File: src/rtl/uart_rx_oversample.sv
// uart_rx_oversample
//   UART receive engine with an oversampled clock. rx_in passes through a
//   synchronizer. Each bit is decided by a majority vote of three samples
//   taken around the middle of the bit. One received byte is held until
//   uld_rx_data copies it to rx_data. The engine reports a low stop bit
//   (frame_err) and a byte lost because the holding register was still full
//   (overrun).
//
// Ports
//   rxclk        receive clock, OVERSAMPLE x baud rate
//   reset        asynchronous, active-low reset
//   rx_enable    receiver enable; 0 forces IDLE and drops any partial frame
//   rx_in        serial line, idle high, asynchronous to rxclk
//   uld_rx_data  unload strobe; copies the held byte to rx_data
//   rx_data      last unloaded byte
//   rx_empty     1 = no unread byte is held
//   rx_busy      1 = a frame is being received (state != IDLE)
//   frame_err    sticky; the stop bit was sampled low
//   overrun      sticky; a completed byte was dropped because the holding
//                register was full
module uart_rx_oversample #(
  parameter int DATA_BITS   = 8,
  parameter int OVERSAMPLE  = 16,
  parameter int SYNC_STAGES = 2
) (
  input  logic                 rxclk,
  input  logic                 reset,
  input  logic                 rx_enable,
  input  logic                 rx_in,
  input  logic                 uld_rx_data,
  output logic [DATA_BITS-1:0] rx_data,
  output logic                 rx_empty,
  output logic                 rx_busy,
  output logic                 frame_err,
  output logic                 overrun
);

  localparam int TICK_W = $clog2(OVERSAMPLE);
  localparam int BIT_W  = (DATA_BITS > 1) ? $clog2(DATA_BITS) : 1;

  // The three vote samples sit at OVERSAMPLE/2-1, OVERSAMPLE/2 and
  // OVERSAMPLE/2+1. The vote is decided on the tick of the last sample.
  localparam logic [TICK_W-1:0] TICK_S0   = TICK_W'(OVERSAMPLE / 2 - 1);
  localparam logic [TICK_W-1:0] TICK_S1   = TICK_W'(OVERSAMPLE / 2);
  localparam logic [TICK_W-1:0] TICK_VOTE = TICK_W'(OVERSAMPLE / 2 + 1);
  localparam logic [TICK_W-1:0] TICK_LAST = TICK_W'(OVERSAMPLE - 1);
  localparam logic [BIT_W-1:0]  BIT_LAST  = BIT_W'(DATA_BITS - 1);

  typedef enum logic [2:0] {
    ST_IDLE,
    ST_START,
    ST_DATA,
    ST_STOP,
    ST_BREAK
  } state_e;

  state_e                 state_q, state_d;
  logic [SYNC_STAGES-1:0] sync_q, sync_d;
  logic [TICK_W-1:0]      tick_q, tick_d;
  logic [BIT_W-1:0]       bit_q, bit_d;
  logic [1:0]             samp_q, samp_d;
  logic [DATA_BITS-1:0]   shift_q, shift_d;
  logic [DATA_BITS-1:0]   hold_q, hold_d;
  logic [DATA_BITS-1:0]   rx_data_q, rx_data_d;
  logic                   rx_empty_q, rx_empty_d;
  logic                   frame_err_q, frame_err_d;
  logic                   overrun_q, overrun_d;

  logic line;
  logic vote;
  logic unload;
  logic complete;
  logic set_fe;

  assign line   = sync_q[SYNC_STAGES-1];
  assign vote   = (samp_q[0] & samp_q[1]) | (samp_q[0] & line) | (samp_q[1] & line);
  assign unload = uld_rx_data & ~rx_empty_q;

  always_comb begin
    // NOTE: every signal assigned in this block gets a default first. A path
    // that skips an assignment would otherwise infer a latch.
    state_d     = state_q;
    sync_d      = {sync_q[SYNC_STAGES-2:0], rx_in};
    tick_d      = tick_q;
    bit_d       = bit_q;
    samp_d      = samp_q;
    shift_d     = shift_q;
    hold_d      = hold_q;
    rx_data_d   = rx_data_q;
    rx_empty_d  = rx_empty_q;
    complete    = 1'b0;
    set_fe      = 1'b0;

    // Sample capture does not depend on state. Outside START/DATA/STOP the
    // captured values are never used.
    if (tick_q == TICK_S0) samp_d[0] = line;
    if (tick_q == TICK_S1) samp_d[1] = line;

    if (!rx_enable) begin
      // A partial frame is dropped silently. No flag is set.
      state_d = ST_IDLE;
      tick_d  = '0;
      bit_d   = '0;
    end else begin
      unique case (state_q)
        ST_IDLE: begin
          tick_d = '0;
          bit_d  = '0;
          if (!line) state_d = ST_START;
        end
        ST_START: begin
          tick_d = tick_q + TICK_W'(1);
          if (tick_q == TICK_VOTE && vote) begin
            state_d = ST_IDLE;                 // false start (glitch)
            tick_d  = '0;
          end else if (tick_q == TICK_LAST) begin
            state_d = ST_DATA;
            tick_d  = '0;
            bit_d   = '0;
          end
        end
        ST_DATA: begin
          tick_d = tick_q + TICK_W'(1);
          if (tick_q == TICK_VOTE) shift_d = {vote, shift_q[DATA_BITS-1:1]};
          if (tick_q == TICK_LAST) begin
            tick_d = '0;
            if (bit_q == BIT_LAST) state_d = ST_STOP;
            else                   bit_d   = bit_q + BIT_W'(1);
          end
        end
        ST_STOP: begin
          tick_d = tick_q + TICK_W'(1);
          if (tick_q == TICK_VOTE) begin
            tick_d = '0;
            // Leaving at mid stop bit means the next start edge is accepted
            // up to half a bit early, which absorbs baud mismatch.
            if (vote) begin
              complete = 1'b1;
              state_d  = ST_IDLE;
            end else begin
              set_fe  = 1'b1;
              state_d = ST_BREAK;
            end
          end
        end
        ST_BREAK: begin
          if (line) state_d = ST_IDLE;
        end
        default: begin
          state_d = ST_IDLE;
          tick_d  = '0;
          bit_d   = '0;
        end
      endcase
    end

    // Holding register. An unload and a completion can happen on the same
    // edge. In that case the old byte moves out, the new byte moves in, and
    // rx_empty stays 0.
    if (unload) begin
      rx_data_d  = hold_q;
      rx_empty_d = 1'b1;
    end
    if (complete && (rx_empty_q || unload)) begin
      hold_d     = shift_q;
      rx_empty_d = 1'b0;
    end

    // Sticky flags. Unload clears them. A set on the same edge wins.
    frame_err_d = (frame_err_q & ~uld_rx_data) | set_fe;
    overrun_d   = (overrun_q & ~uld_rx_data) | (complete & ~rx_empty_q & ~unload);
  end

  always_ff @(posedge rxclk or negedge reset) begin
    if (!reset) begin
      state_q     <= ST_IDLE;
      // The synchronizer resets to the idle line level. A reset release
      // therefore never looks like a start edge.
      sync_q      <= '1;
      tick_q      <= '0;
      bit_q       <= '0;
      samp_q      <= '0;
      shift_q     <= '0;
      hold_q      <= '0;
      rx_data_q   <= '0;
      rx_empty_q  <= 1'b1;
      frame_err_q <= 1'b0;
      overrun_q   <= 1'b0;
    end else begin
      // NOTE: non-blocking assignments here mean every flop sees the values
      // from before the edge. That is independent of statement order.
      state_q     <= state_d;
      sync_q      <= sync_d;
      tick_q      <= tick_d;
      bit_q       <= bit_d;
      samp_q      <= samp_d;
      shift_q     <= shift_d;
      hold_q      <= hold_d;
      rx_data_q   <= rx_data_d;
      rx_empty_q  <= rx_empty_d;
      frame_err_q <= frame_err_d;
      overrun_q   <= overrun_d;
    end
  end

  assign rx_data   = rx_data_q;
  assign rx_empty  = rx_empty_q;
  assign rx_busy   = (state_q != ST_IDLE);
  assign frame_err = frame_err_q;
  assign overrun   = overrun_q;

endmodule

File: config.mk
export PLATFORM = sky130hd
export DESIGN_NAME = uart_rx_oversample
export DESIGN_NICKNAME = d
export VERILOG_FILES = /design/src/rtl/uart_rx_oversample.sv
export SDC_FILE = /design/constraint.sdc
export NUM_CORES = 1
export LEC_CHECK = 0
export CORE_MARGIN = 5
export CORE_UTILIZATION = 60
export CTS_CLUSTER_DIAMETER = 60
export DETAILED_ROUTE_END_ITERATION = 6
export DONT_BUFFER_PORTS = 1
export PLACE_DENSITY = 0.84
export REMOVE_ABC_BUFFERS = 1
export SYNTH_ARGS = -nofsm -noshare
export SYNTH_HDL_FRONTEND = slang
export SYNTH_SLANG_ARGS = --single-unit
File: constraint.sdc
create_clock -name rxclk -period 2.2 [get_ports rxclk]
set_input_delay 0.11 -clock rxclk [delete_from_list [all_inputs] [get_ports rxclk]]
set_output_delay 0.11 -clock rxclk [all_outputs]
set_load 0.02 [all_outputs]
==> results of run 1 <==
==> per-layer routing <==
layer	GRT usage	vias to the layer above	share of wire
met3	0.0462	5	0.065
met4	0.0674	0	0.015
met5	0	-	0
met2	0.243	39	0.48
met1	0.229	552	0.44
li1	-	530	-
==> power by group <==
| group | internal (mW) | switching [mW] |
|---|---|---|
| clock network | 0.241 | 0.236 |
| logic | 0.0181 | 0.0310 |
| registers | 0.760 | 0.00796 |
| total | 1.02 | 0.275 |
==> worst max-delay path: cells and delay by family, from the launching register on <==
family / cells / cell delay (ns)
and+or+nand+nor: 3 / 0.89
DFF: 1 / 0.41
adders and majority gates: 1 / 0.16
buffers and inverters: 1 / 0.10
muxes: 1 / 0.37
==> cells in the final DEF (no fill, tap or decap), types with 4 or more instances in the layout <==
master | Yosys | final
clkbuf_4 | 0 | 5
inv_1 | 8 | 8
nor2_1 | 8 | 8
dlygate4sd3_1 | 0 | 4
nand2_1 | 5 | 5
mux2_2 | 19 | 19
ha_1 | 5 | 5
dfrtp_1 | 38 | 38
mux2_4 | 8 | 8
nand3_1 | 4 | 4
==> cell type report <==
class	instances	area (um2)	area share
clock buffer	5	37.5	0.0186
clock inverter	3	46.3	0.0230
inverter	8	30.0	0.0149
multi-input combinational	88	753	0.374
sequential	41	1030	0.511
tap	33	41.3	0.0205
timing repair buffer	7	75.1	0.0373
==> stage by stage <==
step	instance area, um2	power (mW)
2_1_floorplan	1810	0.800
4_1_cts	2010	1.31
3_3_place_gp	1870	0.806
3_5_place_dp	1870	0.806
6_report	2010	1.29
5_1_grt	2010	1.37
==> worst max-delay path by stage <==
stage / start / to / slack, ns / depth (start not counted)
floorplan: tick_q[1] / hold_q[0] / 0.30 / 6
global placement: tick_q[1] / hold_q[7] / 0.23 / 6
detailed placement: tick_q[1] / hold_q[7] / 0.17 / 6
CTS: tick_q[1] / hold_q[7] / 0.15 / 6
global route: tick_q[1] / hold_q[7] / 0.06 / 6
finish: tick_q[1] / hold_q[7] / 0.15 / 6
==> cells by family (layout without fill, tap and decap cells) <==
kind of cell    Yosys count  in the layout  share of synthesized area
flops                    41             41                      0.557
xor+xnor                  2              2                    0.00948
compound gates           21             21                     0.0860
fa+ha+maj                 6              6                     0.0393
mux                      27             27                      0.181
simple gates             32             32                     0.0921
buf+inv                  13             23                     0.0352
==> flip-flops by register name, summed over array words and instances (netlist names) <==
name	flops
bit_q	3
frame_err	1
hold_q	8
overrun	1
rx_data	8
rx_empty	1
samp_q	2
shift_q	8
state_q	3
sync_q	2
tick_q	4
==> repair_timing <==
action                                 in CTS  in global routing
setup endpoints to repair                   0                  0
hold buffers                                5                  0
gates resized for setup                     0                  0
buffers inserted                            0                  0
endpoints found under the hold margin      51                  0
==> impl_metrics.tcl, run 1 <==
set metrics [dict create \
    drv_cap 0 \
    ys_seq_area_frac 0.557 \
    netlist_instances 142 \
    utilization 0.670 \
    status "completed" \
    tns_ns 0 \
    path_class "flip-flop to flip-flop" \
    p_leak_nw 0.998 \
    drt-pass1-iter-count 4 \
    yosys.area.top_type_share 0.515 \
    holdWs_ns 0.224 \
    synth_cell_type_count 41 \
    slowest_delay_ns 0.58 \
    area_growth_pct 8.94 \
    fmax_mhz 489 \
    nets 161 \
    cp_max_fo 8 \
    ant_nets 0 \
    cp-start-kind "flip-flop" \
    yosys_register_bits 41 \
    dp_cells 172 \
    wl_um 2960 \
    yosys.area.top_type "dfrtp_1" \
    peakVddDrop_mv 0.323 \
    ys_top_cells_by_area "dfrtp_1, mux2_2, mux2_4, dfstp_2, ha_1" \
    avgRoutedWirePerCell_um 16.0 \
    cp_data_required_time_ns 2.43 \
    arrival_ns 2.28 \
    cp_cell_sequence "inv_1, ha_1, and3b_2, nand4_1, or3b_1, mux2_4" \
    grt_max_degree 42 \
    first_global_vias 1139 \
    endpoint_kind "flip-flop" \
    gp_congestion 0.970 \
    r2r_end "hold_q[7]" \
    gr-total-overflow 0 \
    syn-cell-area_mm2 0.00185 \
    worstReg2RegStart "tick_q[1]" \
    tritoncts "yes" \
    synth_common_cells "dfrtp_1, mux2_2, inv_1, mux2_4, nor2_1" \
    die_x_um 65.5 \
    drt_iter0_drc 79 \
    via_per_inst 6.09 \
    row_count 20 \
    cts_buffer_depth 2 \
    finalWorstSetupSlack_ns 0.153 \
    die_h_um 65.5 \
    vias 1126 \
    antenna_found_initial 0 \
    syn_avg_cell_area_um2 13.0 \
    ff2ff_path_depth 6 \
    numCtsBuffers 5 \
    rsz0062_at_grt "false" \
    p_per_area_mw_per_mm2 643 \
    fin_crit_sh 0.930 \
    htree_levels 2 \
    clkSinkCount 41 \
    core-area_mm2 0.00300 \
    cp_slowest_cell "or3b_1" \
    synth_flop_cell "dfrtp_1" \
    hpwl_um 2160 \
    max_slew_margin 0.613 \
    synth_async_sr_flop_share 1.00 \
    final_cells 185 \
    cts_root_buf "clkbuf_4" \
    period_needed_ns 2.05 \
    drc 0 \
    hold_viol 0 \
    rrSetupSlack_ns 0.15 \
    dieArea_mm2 0.00429 \
    io_buffers 0 \
    nFillCells 218 \
    drive_above_1_share 0.276 \
    clkTransAtPathRegs_ns 0.12 \
    insertedDiodeCount 0 \
    ios 17 \
    start_util 0.615 \
    grt_first_pass_wirelength_um 5350 \
    hp-class "input pin to asynchronous set/reset pin" \
    synth_edf_count 0 \
    yosysMostFrequentCell "dfrtp_1" \
    slew_viol_final 0 \
    tightest_slew_ns 0.576 \
    post-place-ws_ns 0.169 \
    setup_viol 0 \
    yosysWarnings 0 \
    clock_skew_ns 0.00392 \
    grtUsageTotal 0.165 \
    clock_latency_ns 0.33 \
]
Note: power is estimated with default switching activity, not from simulation.
==> inputs of run 2 (changes only) <==
==> constraint.sdc (replaced) <==
create_clock -name rxclk -period 2.15 [get_ports rxclk]
set_input_delay 0.1075 -clock rxclk [delete_from_list [all_inputs] [get_ports rxclk]]
set_output_delay 0.1075 -clock rxclk [all_outputs]
set_load 0.02 [all_outputs]
==> impl_metrics.tcl, run 2 (synthesis results as in run 1) <==
set metrics [dict create \
    endpoint_kind "flip-flop" \
    peakVddDrop_mv 0.472 \
    ff2ff_path_depth 6 \
    vias 1121 \
    drv_cap 0 \
    path_class "flip-flop to flip-flop" \
    row_count 20 \
    placed_cell_area_mm2 0.00187 \
    arrival_ns 2.17 \
    slowest_delay_ns 0.50 \
    fin_crit_sh 0.892 \
    start_util 0.615 \
    tightest_slew_ns 0.691 \
    r2r_end "hold_q[6]" \
    status "completed" \
    cp_slowest_cell "or3b_4" \
    core-area_mm2 0.00300 \
    hp-class "input pin to asynchronous set/reset pin" \
    hold_viol 0 \
    drc 0 \
    rrSetupSlack_ns 0.23 \
    drt-pass1-iter-count 4 \
    dieArea_mm2 0.00429 \
    final_cell_mix "dfrtp_1, mux2_2, inv_1, nor2_1, mux2_4" \
    clock_latency_ns 0.35 \
    p_per_area_mw_per_mm2 664 \
    slew_viol_final 0 \
    via_per_inst 6.06 \
    setup_viol 0 \
    area_growth_pct 9.07 \
    dr.max_layer_used "met4" \
    gp_congestion 0.979 \
    antenna_found_initial 0 \
    avgRoutedWirePerCell_um 17.2 \
    tritoncts "yes" \
    hpwl_um 2260 \
    ant_nets 0 \
    htree_levels 2 \
    wl_met2_um 1510 \
    nets 161 \
    gr-total-overflow 0 \
    grtUsageTotal 0.173 \
    cp-start-kind "flip-flop" \
    ios 17 \
    drt_iter0_drc 58 \
    p_leak_nw 1.00 \
    dr_wl_met3_um 185 \
    cp_data_required_time_ns 2.40 \
    io_buffers 0 \
    tns_ns 0 \
    clkSinkCount 41 \
    wl_um 3170 \
    power_mw 1.34 \
    fmax_mhz 521 \
    clock_skew_ns 0.00615 \
    die_h_um 65.5 \
    grt_first_pass_wirelength_um 5450 \
    holdWs_ns 0.202 \
    design_area_mm2 0.00202 \
    drive_above_1_share 0.283 \
    first_global_vias 1123 \
    cts_setup_buffers 0 \
    worstReg2RegStart "tick_q[1]" \
    m1WireLength_um 1400 \
    cts_root_buf "clkbuf_4" \
    period_needed_ns 1.92 \
    rsz0062_at_grt "false" \
    clkTransAtPathRegs_ns 0.12 \
    grt_max_degree 42 \
    cp_max_fo 8 \
    die_x_um 65.5 \
    cp_cell_sequence "inv_1, ha_1, and3b_2, nand4_1, or3b_4, mux2_4" \
    max_slew_margin 0.535 \
    cts_buffer_depth 2 \
    insertedDiodeCount 0 \
    final_common_cell "dfrtp_1" \
    numCtsBuffers 5 \
]
==> run 2: cell types whose count changed in the layout (fill, tap and decap cells not counted) <==
| cell | change |
|---|---|
| or3b_1 | -1 |
| or3b_4 | +1 |
==> run 2: what timing repair did <==
item	CTS	global route
resized for setup	0	1
hold buffers	5	0
hold endpoints to repair	51	0
endpoints found under the setup margin	0	5
==> run 2: worst max-delay path: cells and delay by family (launching register included) <==
family | cells | cell delay (ns)
multiplexers | 1 | 0.32
AND/OR/NAND/NOR | 3 | 0.81
flip-flops | 1 | 0.41
buffers and inverters | 1 | 0.10
adder cells (fa/ha/maj) | 1 | 0.17
==> run 2: report_power, final <==
part	total [mW]	switching, mW	internal [mW]
combinational	0.0514	0.0325	0.0189
sequential	0.786	0.00836	0.778
clock	0.501	0.255	0.246
==> run 2: cell type report <==
class	instances	area, um2
Inverter	8	30.0
Timing Repair Buffer	7	75.1
Clock inverter	3	46.3
Tap cell	33	41.3
Fill cell	224	987
Sequential cell	41	1030
Multi-Input combinational cell	88	756
Clock buffer	5	37.5
==> run 2: worst max path at each step <==
stage / to / start / depth (start not counted)
after floorplan: hold_q[0] / tick_q[1] / 6
after global placement: hold_q[6] / tick_q[1] / 6
after detailed placement: hold_q[7] / tick_q[1] / 6
after CTS: hold_q[7] / tick_q[1] / 6
after global routing: hold_q[2] / tick_q[1] / 6
final: hold_q[6] / tick_q[1] / 6
==> run 2: through the flow <==
stage               cells  utilization  setup slack [ns]
floorplan             137            -             0.247
global placement      172        0.623             0.176
detailed placement    172        0.623            0.0940
CTS                   185        0.670            0.0911
global route          185        0.671             0.158
finish                185        0.671             0.231
==> run 2: routing by layer <==
| metal | vias to the layer above | global-route usage |
|---|---|---|
| li1 | 536 | - |
| met1 | 536 | 0.219 |
| met2 | 42 | 0.264 |
| met3 | 7 | 0.0632 |
| met4 | 0 | 0.0803 |
| met5 | - | 0 |
